===== src/rtl/fetch_redirect_ctrl.sv =====
// fetch_redirect_ctrl
//   Next-PC sequencer for the RV32I fetch stage. Owns the PC, issues I-cache
//   fetch requests over a valid/ready handshake, and redirects fetch on a
//   resolved EX-stage jump or taken branch. A redirect that arrives while a
//   request is stuck waiting for ready is deferred until that handshake
//   completes. Misaligned targets are trapped to TRAP_VEC.
//
// Ports
//   clk, rst        rising-edge clock, synchronous active-high reset
//   stall           hazard stall, freezes sequential PC advance
//   ex_valid        EX stage holds a valid instruction
//   ex_opcode       EX-stage opcode (JAL/JALR/BRANCH redirect)
//   ex_br_taken     branch comparator result
//   jb_out          resolved jump/branch target
//   im_req_ready    I-cache accepts the request this cycle
//   im_req_valid    fetch request valid
//   im_addr         fetch address (current PC)
//   flush           kill IF/ID contents and any returning fetch response
//   misalign_exc    one-cycle pulse on a misaligned target
//   misalign_addr   last offending target
//   redirect_cnt    number of accepted redirects (wraps)
//
// state      | meaning
// -----------+---------------------------------------------------------
// RUN        | normal sequential fetch, redirects accepted
// WAIT_REDIR | redirect captured, waiting for in-flight request to finish

module fetch_redirect_ctrl #(
  parameter logic [31:0] RESET_PC = 32'h0000_0000,
  parameter logic [31:0] TRAP_VEC = 32'h0000_0100
) (
  input  logic        clk,
  input  logic        rst,
  input  logic        stall,
  input  logic        ex_valid,
  input  logic [6:0]  ex_opcode,
  input  logic        ex_br_taken,
  input  logic [31:0] jb_out,
  input  logic        im_req_ready,
  output logic        im_req_valid,
  output logic [31:0] im_addr,
  output logic        flush,
  output logic        misalign_exc,
  output logic [31:0] misalign_addr,
  output logic [31:0] redirect_cnt
);

  localparam logic [6:0] OP_JAL    = 7'b1101111;
  localparam logic [6:0] OP_JALR   = 7'b1100111;
  localparam logic [6:0] OP_BRANCH = 7'b1100011;

  typedef enum logic [0:0] {
    RUN        = 1'b0,
    WAIT_REDIR = 1'b1
  } state_t;

  state_t      state_q, state_d;
  logic [31:0] pc_q, pc_d;
  logic        req_pending_q, req_pending_d;
  logic [31:0] redir_tgt_q, redir_tgt_d;
  logic [31:0] misalign_addr_q, misalign_addr_d;
  logic [31:0] redirect_cnt_q, redirect_cnt_d;

  logic        is_jump;
  logic        redir;
  logic        xfer;
  logic        tgt_misaligned;
  logic [31:0] target;

  assign is_jump = (ex_opcode == OP_JAL) || (ex_opcode == OP_JALR) ||
                   ((ex_opcode == OP_BRANCH) && ex_br_taken);
  assign redir   = !rst && ex_valid && (state_q == RUN) && is_jump;

  // A request that has been raised without ready stays up regardless of stall.
  assign im_req_valid   = !rst && (req_pending_q || !stall);
  assign xfer           = im_req_valid && im_req_ready;
  assign tgt_misaligned = (jb_out[1:0] != 2'b00);

  assign im_addr       = pc_q;
  assign misalign_addr = misalign_addr_q;
  assign redirect_cnt  = redirect_cnt_q;

  always_comb begin
    state_d         = state_q;
    pc_d            = pc_q;
    req_pending_d   = im_req_valid && !im_req_ready;
    redir_tgt_d     = redir_tgt_q;
    misalign_addr_d = misalign_addr_q;
    redirect_cnt_d  = redirect_cnt_q;
    flush           = 1'b0;
    misalign_exc    = 1'b0;
    target          = {jb_out[31:2], 2'b00};

    case (state_q)
      RUN: begin
        if (redir) begin
          flush          = 1'b1;
          redirect_cnt_d = redirect_cnt_q + 32'd1;
          if (tgt_misaligned) begin
            misalign_exc    = 1'b1;
            misalign_addr_d = jb_out;
            target          = TRAP_VEC;
          end
          // Retargeting the PC mid-handshake would change im_addr under a
          // pending request, so park the target until the cache accepts.
          if (!im_req_valid || im_req_ready) begin
            pc_d = target;
          end else begin
            redir_tgt_d = target;
            state_d     = WAIT_REDIR;
          end
        end else if (xfer && !stall) begin
          pc_d = pc_q + 32'd4;
        end
      end
      WAIT_REDIR: begin
        flush = !rst;
        if (xfer) begin
          pc_d    = redir_tgt_q;
          state_d = RUN;
        end
      end
      default: begin
        state_d = RUN;
      end
    endcase
  end

  always_ff @(posedge clk) begin
    if (rst) begin
      state_q         <= RUN;
      pc_q            <= RESET_PC;
      req_pending_q   <= 1'b0;
      redir_tgt_q     <= 32'h0;
      misalign_addr_q <= 32'h0;
      redirect_cnt_q  <= 32'h0;
    end else begin
      state_q         <= state_d;
      pc_q            <= pc_d;
      req_pending_q   <= req_pending_d;
      redir_tgt_q     <= redir_tgt_d;
      misalign_addr_q <= misalign_addr_d;
      redirect_cnt_q  <= redirect_cnt_d;
    end
  end

endmodule


===== config.mk =====
export PLATFORM = sky130hd
export DESIGN_NAME = fetch_redirect_ctrl
export DESIGN_NICKNAME = d
export VERILOG_FILES = /design/src/rtl/fetch_redirect_ctrl.sv
export SDC_FILE = /design/constraint.sdc
export NUM_CORES = 1
export LEC_CHECK = 0
export BUFFER_PORTS_ARGS = -buffer_cell sky130_fd_sc_hd__buf_2
export CAP_MARGIN = 20
export CORE_ASPECT_RATIO = 0.6
export CORE_UTILIZATION = 35
export CTS_CLUSTER_DIAMETER = 200
export DETAILED_ROUTE_END_ITERATION = 8
export PLACE_DENSITY_LB_ADDON = 0.12
export SLEW_MARGIN = 20
export SYNTH_ARGS = -nofsm -noshare
export SYNTH_HDL_FRONTEND = slang
export SYNTH_SLANG_ARGS = --single-unit

===== constraint.sdc =====
create_clock -name clk -period 2.7 [get_ports clk]
set_input_delay 0 -clock clk [delete_from_list [all_inputs] [get_ports clk]]
set_output_delay 0 -clock clk [all_outputs]
set_load 0.02 [all_outputs]

# Yosys cells after proc, flatten, opt, wreduce, memory -nomap -nowiden
# Index checks and enable logic that the tools add are counted.
# classes
eq_ne,6
bitwise,2
addsub,2
reduce_logical,21
mux,15
# ops
cell,n
$mux W32,5
$pmux W32 S2,1
$add A32 B1 Y32 const B,1
$add A32 B3 Y32 const B,1
$eq A7 B7 Y1 const B,3
$reduce_and A3 Y1,3
$logic_and A1 B1 Y1,8
$mux W1,7
$ne A3 B2 Y1 const B,2
$logic_not A1 Y1,4
$logic_or A1 B1 Y1,4
$pmux W1 S2,2
$ne A2 B1 Y1 const B,1
$not A1 Y1,2
$reduce_and A2 Y1,1
$reduce_bool A2 Y1,1
# word_totals
register_bits,130
elab_cells,52
input_bits,45

# Longest topological paths before layout
# depth
word_depth,8
ltp_mapped,9
depth_no_buf,6

# Worst setup path after synthesis
# Ideal clock, no wire load.
# synth_timing
path_type,register to register
startpoint,"register pc_q[2], in the netlist im_addr[2]"
endpoint,"register pc_q[14], in the netlist im_addr[14]"
path_slack_ps,553
period_less_slack_ps,2147
arrival_time_ps,2077
stages_incl_launch_ff,8
required_ps,2630
path_buffers,1
path_cell_list,dfxtp_1 ha_1 and4_1 and3_1 clkbuf_1 a311oi_1 or4_1 a21oi_1
# synth_via
elab_chain_cells,4
# synth_lines
item,line,text
start: declaration,58,"logic [31:0] pc_q, pc_d;"
start signal: assignment,139,pc_q <= pc_d;
$add A32 B3 Y32,113,pc_d = pc_q + 32'd4;
$mux W32,112,end else if (xfer && !stall) begin
$mux W32,96,if (redir) begin
$pmux W32 S2,94,case (state_q)
# No other way between the ends. The select of a mux whose other input is x is not followed.
# A chain may end at the register's enable or synchronous reset.

# Worst setup path after layout
# Ends and elaborated chain as after synthesis.

==> results.sh <==
export IMPL_status="completed"
export IMPL_totalWireLength_um=20530
export IMPL_power_total_mw=4.425
export IMPL_drt_first_iter_violations=482
export IMPL_cts_tree="built"
export IMPL_seqCellArea_um2=2522
export IMPL_stdcell_count=1189
export IMPL_cts_buffers=17
export IMPL_netlist_instances=781
export IMPL_cts_setup_buffers=0
export IMPL_grt_max_degree=65
export IMPL_synthTopCellsByCount="nand2_1, a21oi_1, dfxtp_1"
export IMPL_yosysMostFrequentCell="nand2_1"
export IMPL_synth_area_leaders="dfxtp_1, a21oi_1, nand2_1"
export IMPL_maxCapViolations=0
export IMPL_ctsResizeCount=0
export IMPL_cp_end_kind="flop"
export IMPL_rsz0062_at_grt="false"
export IMPL_ir_drop_mv=0.3624
export IMPL_synth_edff_count=0
export IMPL_syn_to_final_growth_pct=30.70
export IMPL_dp_hpwl_um=13830
export IMPL_report_final_slew_viol_count=0
export IMPL_async_flop_share=0
export IMPL_clock_sinks=126
export IMPL_rows=37
export IMPL_start_kind="flop"
export IMPL_firstDrtPassIters=5
export IMPL_worstPathArrival_ps=2640
export IMPL_diodes=0
export IMPL_worstMarginPinSlew_ps=726.0
export IMPL_grt_usage=0.2298
export IMPL_clkTransAtPathRegs_ps=60
export IMPL_cts_root_buf="clkbuf_16"
export IMPL_timing_final_crit_share=0.8514
export IMPL_setup_violations=0
export IMPL_synth_top_area_frac=0.4102
export IMPL_grt_pass1_wl_um=32880
export IMPL_postRouteAntennaNets=0
export IMPL_grt_pass1_vias=5770
export IMPL_period_needed_ps=2299
export IMPL_clock_latency_ps=410
export IMPL_start_util=0.3581
export IMPL_final_hold_violation_count=0
export IMPL_yosysWarningCount=0
export IMPL_htree_num_levels=4
export IMPL_vias=6374
export IMPL_ys_types=68
export IMPL_cts_hold_buffers_added=35
export IMPL_nNetsFinal=991
export IMPL_die_h_um=104.7
export IMPL_synth_ff_type="dfxtp_1"
export IMPL_wl_per_cell_um=17.27
export IMPL_ys_ff_latch=126
export IMPL_cts_buffer_depth=2
export IMPL_coreArea_um2=17180
export IMPL_n_fill_cell=1695
export IMPL_placed_cells=1124
export IMPL_critPathKind="flop to flop"
export IMPL_worst_path_max_fanout=10
export IMPL_synthesis_area_um2=6150
export IMPL_gp_congestion=0.8507
export IMPL_hp_class="input port to flop"
export IMPL_ios=144
export IMPL_yosys_area_top_type="dfxtp_1"
export IMPL_p_leak_nw=3.096
export IMPL_final_layout_size_suffix_gt1_frac=0.2230
export IMPL_chipWidth_um=173.1
export IMPL_viasPerCell=5.361
export IMPL_synth_seq_area_share=0.4102
export IMPL_syn_avg_cell_area_um2=7.874
export IMPL_grt_ovfl_total=0
export IMPL_max_clock_freq_mhz=435.0
export IMPL_antenna_found_initial=0
export IMPL_p_per_area_nw_per_um2=550.6
export IMPL_slew_headroom=0.5160
export IMPL_skew_ps=11.16
export IMPL_drc_errors=0
export IMPL_multi_input_area_um2=3332
export IMPL_io_buffers=141
export IMPL_cp_required_ps=3040
export IMPL_dieArea_um2=18120
export IMPL_tns_ps=0
-- flip-flops by register name (all words and copies together) (netlist names) --
register / flops
req_pending_q: 1
redir_tgt_q: 30
misalign_addr: 32
redirect_cnt: 32
im_addr: 30
state_q: 1
-- per-layer routing --
metal  global-route usage  vias up  routed length [um]
li1                     -     3139                   -
met1               0.3597     2995               10670
met2               0.3018      223                8090
met3              0.06405       17                1590
met4              0.04741        0                 180
met5                    0        -                   0
-- cell type report --
| class | count | area share |
|---|---|---|
| clock inverter | 10 | 0.01463 |
| timing repair buffer | 201 | 0.1566 |
| tap | 234 | 0.03643 |
| inverter | 18 | 0.008406 |
| multi-input combinational | 580 | 0.4145 |
| clock buffer | 20 | 0.05557 |
| sequential | 126 | 0.3138 |
-- report_power, final --
| group | internal [mW] | switching (mW) |
|---|---|---|
| Clock | 1.37 | 0.866 |
| Sequential | 1.88 | 0.0238 |
| Combinational | 0.112 | 0.176 |
| Total | 3.36 | 1.07 |
-- cell usage in the layout, fill, tap and decap left out, types with 10 or more instances in the layout --
master / synthesis / routed
o21ai_0: 31 / 31
nand4_1: 22 / 22
clkbuf_16: 0 / 17
and4_1: 10 / 10
dlygate4sd3_1: 0 / 35
dfxtp_1: 126 / 126
buf_2: 7 / 140
buf_4: 2 / 25
inv_1: 18 / 18
xnor2_1: 13 / 13
nand3_1: 48 / 48
nor2_1: 39 / 37
a21oi_1: 127 / 127
nand2_1: 138 / 138
-- critical path, cell delays in order (launching register included) --
cell and delay, ps:
dfxtp_1 410, ha_1 250, and4_1 310, and3_1 460, a311oi_1 150, or4_1 510, a21oi_1 130
-- logic make-up after synthesis --
group,count (synthesis),share of synthesized area
compound gates,229,0.2348
xor+xnor,21,0.02991
fa+ha+maj,2,0.004069
buf+inv,76,0.05025
flops,126,0.4102
mux,6,0.01038
other cells,1,0.0006098
simple gates,320,0.2598
-- path summary, 6_finish.rpt --
check / start / to / slack, ps / cells after the start
setup / recovery: im_addr[2]$_SDFFE_PP0P_ / im_addr[14]$_SDFFE_PP0P_ / 400 / 6
hold / removal: stall / req_pending_q$_SDFF_PP0_ / 110 / 3
setup reg to reg: im_addr[2]$_SDFFE_PP0P_ / im_addr[14]$_SDFFE_PP0P_ / 400 / 6
hold reg to reg: misalign_addr[20]$_SDFFE_PP0P_ / misalign_addr[20]$_SDFFE_PP0P_ / 450 / 2
-- metrics by stage --
stage               instance area, um^2  utilization  setup slack, ps  hold WS, ps
floorplan                          6153            -            553.0        95.80
global placement                   7123       0.4147            504.8        230.5
detailed placement                 7123       0.4147            478.7        215.0
CTS                                8038       0.4680            431.5        89.68
global route                       8038       0.4680            286.3        162.3
finish                             8038       0.4680            401.2        107.3
(Power assumes the default switching activity.)
